**src/rtl/spdif_pkg.sv**
```systemverilog
// Shared types and constants for the S/PDIF frame scheduler.
package spdif_pkg;

    localparam int SAMPLE_W = 24;

    localparam logic CHAN_L = 1'b0;
    localparam logic CHAN_R = 1'b1;

    typedef enum logic [1:0] {
        PAIR_UNLOCKED,
        PAIR_SYNC,
        PAIR_WAIT_R
    } pair_state_e;

    typedef enum logic [1:0] {
        PLAY_IDLE,
        PLAY_PRIME,
        PLAY_RUN
    } play_state_e;

endpackage

```
**src/rtl/frame_fifo.sv**
```systemverilog
// Synchronous stereo-frame FIFO with exact registered level and flush.
module frame_fifo #(
    parameter int DW    = 48,
    parameter int DEPTH = 8
) (
    input  logic                     clk,
    input  logic                     reset,
    input  logic                     flush_i,
    input  logic                     push_i,
    input  logic                     pop_i,
    input  logic [DW-1:0]            data_i,
    output logic [DW-1:0]            head_o,
    output logic [$clog2(DEPTH):0]   level_o,
    output logic                     full_o,
    output logic                     empty_o
);
    localparam int AW = $clog2(DEPTH);
    localparam int LW = AW + 1;

    logic [DW-1:0] mem_q [DEPTH];
    logic [AW-1:0] wr_q, rd_q;
    logic [LW-1:0] lvl_q;
    logic          do_push, do_pop;

    assign empty_o = (lvl_q == '0);
    assign full_o  = (lvl_q == LW'(DEPTH));
    assign head_o  = mem_q[rd_q];
    assign level_o = lvl_q;

    // A full FIFO still accepts a push when the same cycle pops.
    assign do_pop  = pop_i && !empty_o && !flush_i;
    assign do_push = push_i && (!full_o || do_pop) && !flush_i;

    always_ff @(posedge clk or posedge reset) begin
        if (reset) begin
            wr_q  <= '0;
            rd_q  <= '0;
            lvl_q <= '0;
        end else if (flush_i) begin
            wr_q  <= '0;
            rd_q  <= '0;
            lvl_q <= '0;
        end else begin
            if (do_push) wr_q <= wr_q + 1'b1;
            if (do_pop)  rd_q <= rd_q + 1'b1;
            lvl_q <= lvl_q + LW'(do_push) - LW'(do_pop);
        end
    end

    always_ff @(posedge clk) begin
        if (do_push) mem_q[wr_q] <= data_i;
    end

endmodule

```
**src/rtl/spdif_frame_scheduler.sv**
```systemverilog
// Pairs S/PDIF subframes into stereo frames, buffers them and
// releases one frame per next_sample request to i2s_tx.
module spdif_frame_scheduler
    import spdif_pkg::*;
#(
    parameter int DEPTH     = 8,
    parameter int PRIME_LVL = 4
) (
    input  logic                      clk,
    input  logic                      reset,
    input  logic                      lock,
    input  logic                      sub_valid,
    input  logic                      sub_chan,
    input  logic [SAMPLE_W-1:0]       sub_data,
    input  logic                      sub_par_ok,
    input  logic                      next_sample,
    input  logic                      clr_status,
    output logic [SAMPLE_W-1:0]       sample_left,
    output logic [SAMPLE_W-1:0]       sample_right,
    output logic                      playing,
    output logic [$clog2(DEPTH):0]    fifo_level,
    output logic                      underflow,
    output logic                      overflow
);
    localparam int LW = $clog2(DEPTH) + 1;

    pair_state_e pair_q, pair_d;
    play_state_e play_q, play_d;

    logic [SAMPLE_W-1:0] left_q, left_d;
    logic [SAMPLE_W-1:0] good_l_q, good_r_q;
    logic [SAMPLE_W-1:0] out_l_q, out_l_d;
    logic [SAMPLE_W-1:0] out_r_q, out_r_d;
    logic                uf_q, uf_d;
    logic                of_q, of_d;

    logic [SAMPLE_W-1:0]   word;
    logic                  push_req, push, pop, starve;
    logic                  full, empty;
    logic [2*SAMPLE_W-1:0] head;
    logic [LW-1:0]         level;

    // Parity failures substitute the channel's last good sample.
    assign word = sub_par_ok ? sub_data
                : (sub_chan == CHAN_R) ? good_r_q : good_l_q;

    always_comb begin
        pair_d   = pair_q;
        left_d   = left_q;
        push_req = 1'b0;
        if (!lock) begin
            pair_d = PAIR_UNLOCKED;
        end else begin
            unique case (pair_q)
                PAIR_UNLOCKED: pair_d = PAIR_SYNC;
                PAIR_SYNC: begin
                    if (sub_valid && sub_chan == CHAN_L) begin
                        left_d = word;
                        pair_d = PAIR_WAIT_R;
                    end
                end
                PAIR_WAIT_R: begin
                    if (sub_valid && sub_chan == CHAN_L) begin
                        left_d = word;
                    end else if (sub_valid) begin
                        push_req = 1'b1;
                        pair_d   = PAIR_SYNC;
                    end
                end
                default: pair_d = PAIR_UNLOCKED;
            endcase
        end
    end

    always_comb begin
        play_d  = play_q;
        out_l_d = out_l_q;
        out_r_d = out_r_q;
        pop     = 1'b0;
        starve  = 1'b0;
        if (!lock) begin
            play_d  = PLAY_IDLE;
            out_l_d = '0;
            out_r_d = '0;
        end else begin
            unique case (play_q)
                PLAY_IDLE: play_d = PLAY_PRIME;
                PLAY_PRIME: begin
                    if (level >= LW'(PRIME_LVL)) play_d = PLAY_RUN;
                end
                PLAY_RUN: begin
                    if (next_sample && !empty) begin
                        pop                = 1'b1;
                        {out_l_d, out_r_d} = head;
                    end else if (next_sample) begin
                        starve  = 1'b1;
                        out_l_d = '0;
                        out_r_d = '0;
                        play_d  = PLAY_PRIME;
                    end
                end
                default: play_d = PLAY_IDLE;
            endcase
        end
    end

    assign push = push_req && (!full || pop);
    assign uf_d = starve | (uf_q & ~clr_status);
    assign of_d = (push_req & full & ~pop) | (of_q & ~clr_status);

    always_ff @(posedge clk or posedge reset) begin
        if (reset) begin
            pair_q   <= PAIR_UNLOCKED;
            play_q   <= PLAY_IDLE;
            left_q   <= '0;
            good_l_q <= '0;
            good_r_q <= '0;
            out_l_q  <= '0;
            out_r_q  <= '0;
            uf_q     <= 1'b0;
            of_q     <= 1'b0;
        end else begin
            pair_q  <= pair_d;
            play_q  <= play_d;
            left_q  <= left_d;
            out_l_q <= out_l_d;
            out_r_q <= out_r_d;
            uf_q    <= uf_d;
            of_q    <= of_d;
            if (sub_valid && sub_par_ok) begin
                if (sub_chan == CHAN_R) good_r_q <= sub_data;
                else                    good_l_q <= sub_data;
            end
        end
    end

    frame_fifo #(
        .DW    (2 * SAMPLE_W),
        .DEPTH (DEPTH)
    ) u_fifo (
        .clk     (clk),
        .reset   (reset),
        .flush_i (!lock),
        .push_i  (push),
        .pop_i   (pop),
        .data_i  ({left_q, word}),
        .head_o  (head),
        .level_o (level),
        .full_o  (full),
        .empty_o (empty)
    );

    assign sample_left  = out_l_q;
    assign sample_right = out_r_q;
    assign playing      = (play_q == PLAY_RUN);
    assign fifo_level   = level;
    assign underflow    = uf_q;
    assign overflow     = of_q;

endmodule

```
**config.mk**
```make
export PLATFORM = sky130hd
export DESIGN_NAME = spdif_frame_scheduler
export DESIGN_NICKNAME = d
export VERILOG_FILES = /design/src/rtl/spdif_pkg.sv /design/src/rtl/frame_fifo.sv /design/src/rtl/spdif_frame_scheduler.sv
export SDC_FILE = /design/constraint.sdc
export NUM_CORES = 1
export LEC_CHECK = 0
export ABC_AREA = 1
export BUFFER_PORTS_ARGS = -buffer_cell sky130_fd_sc_hd__buf_2
export CORE_ASPECT_RATIO = 0.75
export CORE_UTILIZATION = 25
export CTS_CLUSTER_SIZE = 14
export DETAILED_ROUTE_END_ITERATION = 10
export PLACE_DENSITY = 0.48
export SYNTH_ARGS = -nofsm -noshare
export SYNTH_HDL_FRONTEND = slang
export SYNTH_SLANG_ARGS = --single-unit
```
**constraint.sdc**
```tcl
create_clock -name clk -period 13.6 [get_ports clk]
set_clock_uncertainty 0.15 [all_clocks]
set_input_delay 0.68 -clock clk [delete_from_list [all_inputs] [get_ports clk]]
set_output_delay 0.68 -clock clk [all_outputs]
set_load 0.01 [all_outputs]
```
==> impl_metrics.csv, run 1 <==
group,metric,value,unit
power_and_ir_drop,power_density,150.8,nW/µm²
route,wl,54180,µm
setup_path,critical_path_class,"flip-flop to flip-flop",
floorplanning,die_h,252.4,µm
logic_synthesis,syn_inst,1824,
logic_synthesis,synth_edf_count,384,
global_route,grt_overflow,0,
timing,hold_viol,0,
cts,root_buffer,"clkbuf_16",
logic_synthesis,ys_seq_elements,520,
timing,period_share,24.63,%
timing,hold_slack,0.02597,ns
setup_path,arrival,3.72,ns
layout,fin_nets,1920,
floorplanning,std_cell_rows,91,
layout,drive_above_1_share,11.20,%
setup_path,critical_path.endpoint_type,"flip-flop",
floorplanning,dieArea,84780,µm²
power_and_ir_drop,total_power,3629,µW
timing,slew_viol_final,0,
floorplanning,die_x,335.9,µm
hold_path,hold_path_class,"input pin to asynchronous set/reset pin",
logic_synthesis,ys_seq_area_share,71.45,%
cts,cts.clk_slew.worst_paths,0.06,ns
timing,tightestPinTransition,1.203,ns
cts,clkLatencyLatePin,0.60,ns
setup_path,cp_slowest_cell,"buf_4",
global_route,first_global_vias,13280,
timing,rsz0062_at_grt,"no",
placement,gp_congestion,0.7268,
cts,cts_setup_buffers,0,
setup_path,worstSetupStartpointType,"flip-flop",
cts,cts_hold_buf,0,
floorplanning,core_area,82550,µm²
cts,cts.htree.levels,2,
cts,cts_made_buffers,51,
logic_synthesis,synth_cell_type_count,33,
placement,post-place-ws,9.980,ns
layout,final_core_util,29.15,%
placement,io_buffer_count,86,
placement,dp_hpwl,28990,µm
power_and_ir_drop,p_leak,0.009180,µW
global_route,gr-usage-all-layers,12.71,%
timing,setup-violations-final,0,
layout,antenna_cells,0,
logic_synthesis,synth_ff_type,"edfxtp_1",
timing,tns,0,ns
global_route,grt_max_degree,107,
logic_synthesis,syn_area,20900,µm²
route,vias,13480,
route,antenna_left,0,
setup_path,worst-path-max-fanout,106,
route,firstDrtPassIters,5,
setup_path,cp_cell_sequence,"inv_4 > buf_4 > o21ai_0 > nand3_1 > nand3_1 > nand2_1",
global_route,antenna_found_initial,2,
floorplanning,top_level_ports,87,
setup_path,cp_top_family,"buffers and inverters",
timing,finalCriticalPeriod,3.349,ns
outcome,status,"finished clean",
route,drcViolationCount,0,
route,wl_per_cell,17.85,µm
layout,fillers,8394,
logic_synthesis,synth_async_sr_flop_share,26.15,%
cts,cts_max_path_buffers,3,
global_route,grt_pass1_wl,82030,µm
logic_synthesis,syn_avg_cell_area,11.46,µm²
run,maxCapViolCount,0,
layout,area_growth,15.11,%
setup_path,cp.required,13.97,ns
setup_path,cp_slowest_stage_delay,0.95,ns
setup_path,cp_num_buf_inv,2,
timing,maxSlewHeadroom,19.79,%
cts,clock-sinks,520,
power_and_ir_drop,peakVddDrop,0.08998,mV
cts,post_cts_resized,0,
setup_path,worst_path_most_repeated_cell,"nand3_1",
floorplanning,initial_core_util,25.32,%
cts,cts_tree,"yes",
timing,fin_ws,10.25,ns
route,via_per_inst,4.439,
timing,fmax,0.2986,GHz
route,drt_iter0_markers,977,
logic_synthesis,yosysWarnings,0,
logic_synthesis,syn-num-nets,1867,
-- placed cells by master, fill, tap and decap left out, types with 2 or more instances in the layout --
cell type  Yosys  final
a21oi_1       29     29
a22oi_1       24     24
buf_2         37     86
buf_4         33     24
bufinv_16      0      7
clkbuf_1      24     11
clkbuf_16      0     52
clkbuf_8       0      3
clkinv_1       0      7
clkinv_2       0     12
dfrtp_1      136    133
dfrtp_4        0      2
edfxtp_1     384    384
ha_1          10     10
inv_1         74     72
inv_2          3      3
inv_4          2      3
inv_6          0      2
nand2_1      215    215
nand2_2        4      4
nand3_1      150    150
nand4_1        2      2
nor2_1       394    390
nor2_4         1      5
nor3_2         0      4
o21ai_0      240    240
o21ai_1       29     29
o22ai_1        3      3
xnor2_1        2      2
-- routing by layer --
layer	GRT usage [%]	part of all wire, %
met5	0	0
met1	18.17	47
met3	2.102	5.2
met2	20.21	47
met4	2.622	1.4
-- logic make-up (layout without fill, tap and decap cells) --
family	count (synthesis)	after routing	share of synthesized area, %
AO/OA/AOI/OAI	327	327	8.165
XOR/XNOR	3	3	0.1257
adder cells (fa/ha/maj)	11	11	0.6944
AND/OR/NAND/NOR	774	774	15.05
buffers and inverters	189	285	4.519
flip-flops	520	520	71.45
-- per-stage QoR --
step / std cells / cell area (µm²)
floorplan: 1824 / 20900
global placement: 2940 / 22340
detailed placement: 2940 / 22340
CTS: 3036 / 24060
global route: 3036 / 24060
finish: 3036 / 24060
-- worst register-to-register path, stage by stage, from the launching register on --
cell and delay [ns]:
dfrtp_4 0.72, inv_4 0.73, buf_4 0.95, o21ai_0 0.24, nand3_1 0.13, nand3_1 0.22, nand2_1 0.14
-- synth_stat cells, drive strengths merged, types with 10 or more instances --
library cell / n / area, µm²
nor2: 396 / 1496
edfxtp: 384 / 11530
o21ai: 269 / 1346
nand2: 219 / 832.0
nand3: 151 / 760.7
dfrtp: 136 / 3403
buf: 84 / 538.0
inv: 79 / 301.5
a21oi: 30 / 153.9
clkbuf: 26 / 105.1
a22oi: 24 / 180.2
ha: 10 / 125.1
-- registers in the layout, summed over array words and instances, names as in the netlist --
signal,cells
u_fifo.rd_q,3
play_q,2
underflow,1
u_fifo.wr_q,3
u_fifo.level_o,4
good_r_q,24
sample_left,24
good_l_q,24
sample_right,24
overflow,1
left_q,24
u_fifo.mem_q,384
pair_q,2
-- final cells by class --
type / instances / area (µm²) / area share [%]
inverter: 79 / 309.0 / 1.284
sequential: 520 / 14940 / 62.10
timing repair buffer: 110 / 610.6 / 2.538
clock inverter: 30 / 337.8 / 1.404
tap: 1116 / 1396 / 5.803
multi-input combinational: 1115 / 5081 / 21.12
clock buffer: 66 / 1384 / 5.751
-- where the power goes --
group,leakage [µW],internal [µW],switching [µW],total [µW]
Clock,0.000848,852,611,1460
Combinational,0.00309,56.2,132,188
Sequential,0.00524,1880,103,1980
Total,0.00918,2780,846,3630
-- worst paths after layout --
check,from,to,slack (ns),cells after the start
max in group asynchronous,reset,sample_left[1],11.73,3
max reg2reg,u_fifo.rd_q[0],sample_right[19],10.25,6
min reg2reg,sample_left[18],sample_left[18],0.32,2
min,reset,good_r_q[13],0.03,2
min in group clk,clr_status,overflow,0.18,2
max,u_fifo.rd_q[0],sample_right[19],10.25,6
Note: power is estimated with default switching activity, not from simulation.
==> run 2: changes to the inputs <==
- ABC_AREA: 1 -> 0
- PLACE_DENSITY: 0.48 -> 0.49
- clock period: 13.6 -> 2.7 ns (I/O delays scaled with it)
==> impl_metrics.csv, run 2 <==
group,metric,value,unit
logic_synthesis,syn_inst,1058,
route,drcViolationCount,0,
cts,cts_setup_buffers,0,
logic_synthesis,synth_mux_area_share,18.37,%
cts,root_buffer,"clkbuf_16",
setup_path,critical_path.endpoint_type,"flip-flop",
route,wl_per_cell,19.32,µm
floorplanning,core_area,79290,µm²
logic_synthesis,syn-num-nets,1101,
floorplanning,initial_core_util,25.49,%
layout,fin_nets,1272,
layout,drive_above_1_share,31.91,%
route,drt_iter0_markers,570,
logic_synthesis,synth_top_family_by_area,"multiplexers",
logic_synthesis,ys_top_cells_by_area,"edfxtp_1, dfrtp_1, mux4_2, mux2_2, mux2i_1",
route,via_per_inst,4.256,
logic_synthesis,synthXorXnorAreaFrac,0.1300,%
route,firstDrtPassIters,5,
timing,fin_ws,0.2132,ns
layout,design_area,24470,µm²
route,antenna_left,0,
timing,hold_slack,0.03883,ns
logic_synthesis,synth_async_sr_flop_share,26.15,%
placement,gp_congestion,0.6883,
layout,mostFrequentLayoutCells,"edfxtp_1, dfrtp_1, mux4_2",
route,wl,44760,µm
setup_path,cp.required,2.79,ns
setup_path,worst-path-max-fanout,48,
setup_path,worstSetupStartpointType,"flip-flop",
floorplanning,die_h,248.2,µm
floorplanning,std_cell_rows,89,
logic_synthesis,yosys.area_share.simple,2.687,%
cts,clock-sinks,520,
setup_path,arrival,2.58,ns
route,vias,9862,
timing,period_share,92.10,%
cts,cts.clk_slew.worst_paths,0.06,ns
global_route,grt_pass1_wl,67940,µm
placement,io_buffer_count,86,
floorplanning,die_x,330.3,µm
layout,largest_register_ff_count,384,
cts,cts_made_buffers,50,
global_route,grt_overflow,0,
logic_synthesis,yosysWarnings,0,
hold_path,hold_path_class,"input pin to asynchronous set/reset pin",
power_and_ir_drop,p_leak,0.008450,µW
cts,cts_max_path_buffers,3,
timing,finalCriticalPeriod,2.487,ns
global_route,first_global_vias,10350,
timing,rsz0062_at_grt,"no",
logic_synthesis,synth_fa_ha_area_share,0.7181,%
timing,fmax,0.4021,GHz
placement,placed_area,22490,µm²
logic_synthesis,synth_top_area_cell,"edfxtp_1",
placement,post-place-ws,0.1832,ns
timing,hold_viol,0,
power_and_ir_drop,power_density,738.9,nW/µm²
timing,maxSlewHeadroom,11.57,%
timing,slew_viol_final,0,
floorplanning,top_level_ports,87,
logic_synthesis,ys_seq_area_share,73.89,%
cts,clkLatencyLatePin,0.57,ns
setup_path,critical_path_class,"flip-flop to flip-flop",
timing,tightestPinTransition,1.313,ns
floorplanning,dieArea,82000,µm²
logic_synthesis,synth_ff_type,"edfxtp_1",
cts,cts.htree.levels,2,
global_route,grt_max_degree,86,
logic_synthesis,syn_area,20210,µm²
cts,cts_tree,"yes",
power_and_ir_drop,total_power,18080,µW
logic_synthesis,yosysMostFrequentCell,"edfxtp_1",
outcome,status,"finished clean",
power_and_ir_drop,peakVddDrop,0.4019,mV
timing,setup-violations-final,0,
run,maxCapViolCount,0,
logic_synthesis,synth-compound-area-share,2.408,%
logic_synthesis,ys_seq_elements,520,
logic_synthesis,syn_avg_cell_area,19.10,µm²
layout,regMostFlops,"u_fifo.mem_q",
global_route,gr-usage-all-layers,11.05,%
logic_synthesis,synthTopCellsByCount,"edfxtp_1, dfrtp_1, mux4_2, nand2_1, mux2i_1",
layout,area_growth,21.08,%
logic_synthesis,synth_cell_type_count,46,
placement,dp_hpwl,27480,µm
logic_synthesis,synth_top_area_share,57.05,%
layout,mostFrequentLayoutCell,"edfxtp_1",
logic_synthesis,synth_edf_count,384,
global_route,antenna_found_initial,1,
==> run 2: changes by cell type after synthesis, sizes merged, moves of 65 or more <==
cell	previous run	this run
nor2	396	4
o21ai	269	75
nand3	151	2
nand2	219	83
mux4	0	96
mux2i	0	74
mux2	0	72
inv	79	14
==> run 2: cells by family after synthesis <==
| kind of cell | after synthesis |
|---|---|
| simple gates | 120 |
| flops | 520 |
| fa+ha+maj | 11 |
| compound gates | 91 |
| xor+xnor | 3 |
| mux | 242 |
| buf+inv | 71 |
==> run 2: critical path, stage by stage (launching register included) <==
cell	delay, ns
dfrtp_1	0.38
inv_2	0.06
ha_4	0.15
nor3b_4	0.14
buf_4	0.15
o21ai_4	0.24
nand3_1	0.19
buf_4	0.22
nor2_4	0.12
buf_12	0.30
==> run 2: per-layer routing <==
layer / vias to the layer above / GRT usage [%] / wire, µm
met2: 173 / 16.17 / 19220
met4: 0 / 2.196 / 598
met1: 5151 / 16.90 / 23110
met5: - / 0 / 0
li1: 4488 / - / -
met3: 50 / 2.062 / 1821
==> run 2: worst paths after layout <==
| path | start | depth (start not counted) | to | slack, ns |
|---|---|---|---|---|
| hold reg to reg | sample_left[17] | 2 | sample_left[17] | 0.32 |
| min in group clk | sub_chan | 4 | overflow | 0.14 |
| setup reg to reg | u_fifo.level_o[3] | 9 | u_fifo.mem_q[6][33] | 0.21 |
| max in group asynchronous | reset | 4 | u_fifo.rd_q[0] | 1.81 |
| hold / removal | reset | 4 | good_r_q[6] | 0.04 |
| setup / recovery | u_fifo.level_o[3] | 9 | u_fifo.mem_q[6][33] | 0.21 |
==> run 2: power by group <==
part           internal [µW]  switching, µW  total [µW]
sequential              9420            547        9970
clock                   4260           2980        7240
combinational            423            451         874
==> run 2: what timing repair did <==
action / 4_1_cts / 5_1_grt
hold endpoints to repair: 336 / 0
endpoints found under the setup margin: 0 / 1
resized for setup: 0 / 1
hold buffers: 30 / 0
==> run 2: cell type report <==
class,count,area (µm²)
diodes,2,5.005
clock buffers,74,1403
clock inverters,18,270.3
fillers,7774,54810
inverters,14,56.30
multi-input cells,467,5056
flip-flops and latches,520,14940
well taps,1046,1309
repair buffers,176,1431
==> run 2: stage by stage <==
stage	utilization, %	TNS (ns)	instances
6_report	30.87	0	2317
3_5_place_dp	28.37	0	2193
5_1_grt	30.86	0	2315
4_1_cts	30.85	0	2315
3_3_place_gp	28.37	0	2193
2_1_floorplan	-	-65.98	1058
==> run 3: changes to the inputs <==
- HOLD_SLACK_MARGIN: unset -> 0.05
==> impl_metrics.csv, run 3 (synthesized netlist as in run 2, its figures left out) <==
group,metric,value,unit
outcome,status,"finished clean",
placement,dp.cells,2193,
cts,clkLatencyLatePin,0.57,ns
timing,period_share,92.21,%
global_route,grt_pass1_wl,67970,µm
cts,cts_tree,"yes",
timing,hold_viol,0,
power_and_ir_drop,peakVddDrop,0.4014,mV
global_route,grt_max_degree,86,
route,vias,9844,
global_route,grt_overflow,0,
layout,area_growth,21.17,%
timing,hold_slack,0.1639,ns
layout,largest_register_ff_count,384,
cts,clock-sinks,520,
floorplanning,core_area,79290,µm²
power_and_ir_drop,power_density,738.6,nW/µm²
hold_path,hold_path_class,"input pin to flip-flop",
route,via_per_inst,4.247,
timing,rsz0062_at_grt,"no",
route,wl,44880,µm
layout,design_area,24490,µm²
setup_path,worstSetupStartpointType,"flip-flop",
cts,cts_setup_buffers,0,
setup_path,critical_path.endpoint_type,"flip-flop",
cts,cts.htree.levels,2,
placement,gp_congestion,0.6883,
floorplanning,top_level_ports,87,
power_and_ir_drop,p_leak,0.008461,µW
route,drcViolationCount,0,
floorplanning,die_h,248.2,µm
layout,final_cells,2318,
timing,fmax,0.4017,GHz
route,drt_iter0_markers,593,
placement,dp_hpwl,27480,µm
cts,root_buffer,"clkbuf_16",
placement,placed_area,22490,µm²
setup_path,critical_path_class,"flip-flop to flip-flop",
floorplanning,initial_core_util,25.49,%
layout,mostFrequentLayoutCells,"edfxtp_1, dfrtp_1, mux4_2",
timing,slew_viol_final,0,
global_route,antenna_found_initial,1,
cts,cts.clk_slew.worst_paths,0.06,ns
route,antenna_left,0,
layout,drive_above_1_share,31.86,%
timing,finalCriticalPeriod,2.490,ns
cts,cts_made_buffers,50,
layout,fin_nets,1274,
placement,io_buffer_count,86,
cts,cts_max_path_buffers,3,
global_route,gr-usage-all-layers,11.05,%
setup_path,arrival,2.58,ns
floorplanning,dieArea,82000,µm²
floorplanning,std_cell_rows,89,
global_route,first_global_vias,10360,
layout,regMostFlops,"u_fifo.mem_q",
timing,tightestPinTransition,1.370,ns
setup_path,worst-path-max-fanout,48,
route,wl_per_cell,19.36,µm
floorplanning,die_x,330.3,µm
run,maxCapViolCount,0,
layout,final_core_util,30.89,%
route,firstDrtPassIters,5,
timing,maxSlewHeadroom,7.674,%
timing,setup-violations-final,0,
layout,mostFrequentLayoutCell,"edfxtp_1",
setup_path,cp.required,2.79,ns
run 3: what timing repair did:
action	CTS	global route
endpoints found under the setup margin	0	1
hold endpoints to repair	354	0
hold buffers	32	0
gates resized for setup	0	1
run 3: worst max-delay path, cell delays in order, from the launching register on:
cell,delay [ns]
dfrtp_1,0.38
inv_2,0.06
ha_4,0.15
nor3b_4,0.14
buf_4,0.15
o21ai_4,0.23
nand3_1,0.19
buf_4,0.22
nor2_4,0.12
buf_12,0.30
run 3: per-layer routing:
layer | up-vias | share of wire, % | track usage (%)
met4 | 0 | 1.3 | 2.196
met5 | - | 0 | 0
met3 | 50 | 4.1 | 2.062
met2 | 172 | 43 | 16.17
met1 | 5134 | 52 | 16.91
li1 | 4488 | - | -
run 3: per-stage QoR:
stage	setup WS [ns]	setup TNS (ns)	total power [µW]
final	0.2104	0	18090
after floorplan	-0.5823	-65.98	10420
after global routing	0.05026	0	18770
after CTS	0.1512	0	18310
after detailed placement	0.1832	0	11000
after global placement	0.2086	0	10920
run 3: layout make-up:
class / instances / area, µm²
Fill cell: 7771 / 54800
Clock buffer: 74 / 1403
Tap cell: 1046 / 1309
Inverter: 14 / 56.30
Timing Repair Buffer: 178 / 1451
Sequential cell: 520 / 14940
Clock inverter: 18 / 270.3
Multi-Input combinational cell: 467 / 5056
Antenna cell: 1 / 2.502
run 3: power by group:
| part | internal (µW) | switching [µW] | leakage, µW |
|---|---|---|---|
| Clock | 4260 | 2980 | 0.000808 |
| Combinational | 424 | 452 | 0.00243 |
| Sequential | 9420 | 548 | 0.00522 |
| Total | 14100 | 3980 | 0.00846 |
run 3: final timing paths:
kind,from,to,slack (ns),depth (start not counted)
setup / recovery,u_fifo.level_o[3],u_fifo.mem_q[6][33],0.21,9
hold reg to reg,sample_left[17],sample_left[17],0.32,2
max in group asynchronous,reset,u_fifo.rd_q[0],1.23,5
hold / removal,sub_par_ok,u_fifo.mem_q[3][4],0.16,3
setup reg to reg,u_fifo.level_o[3],u_fifo.mem_q[6][33],0.21,9
min in group asynchronous,reset,good_r_q[6],0.62,5
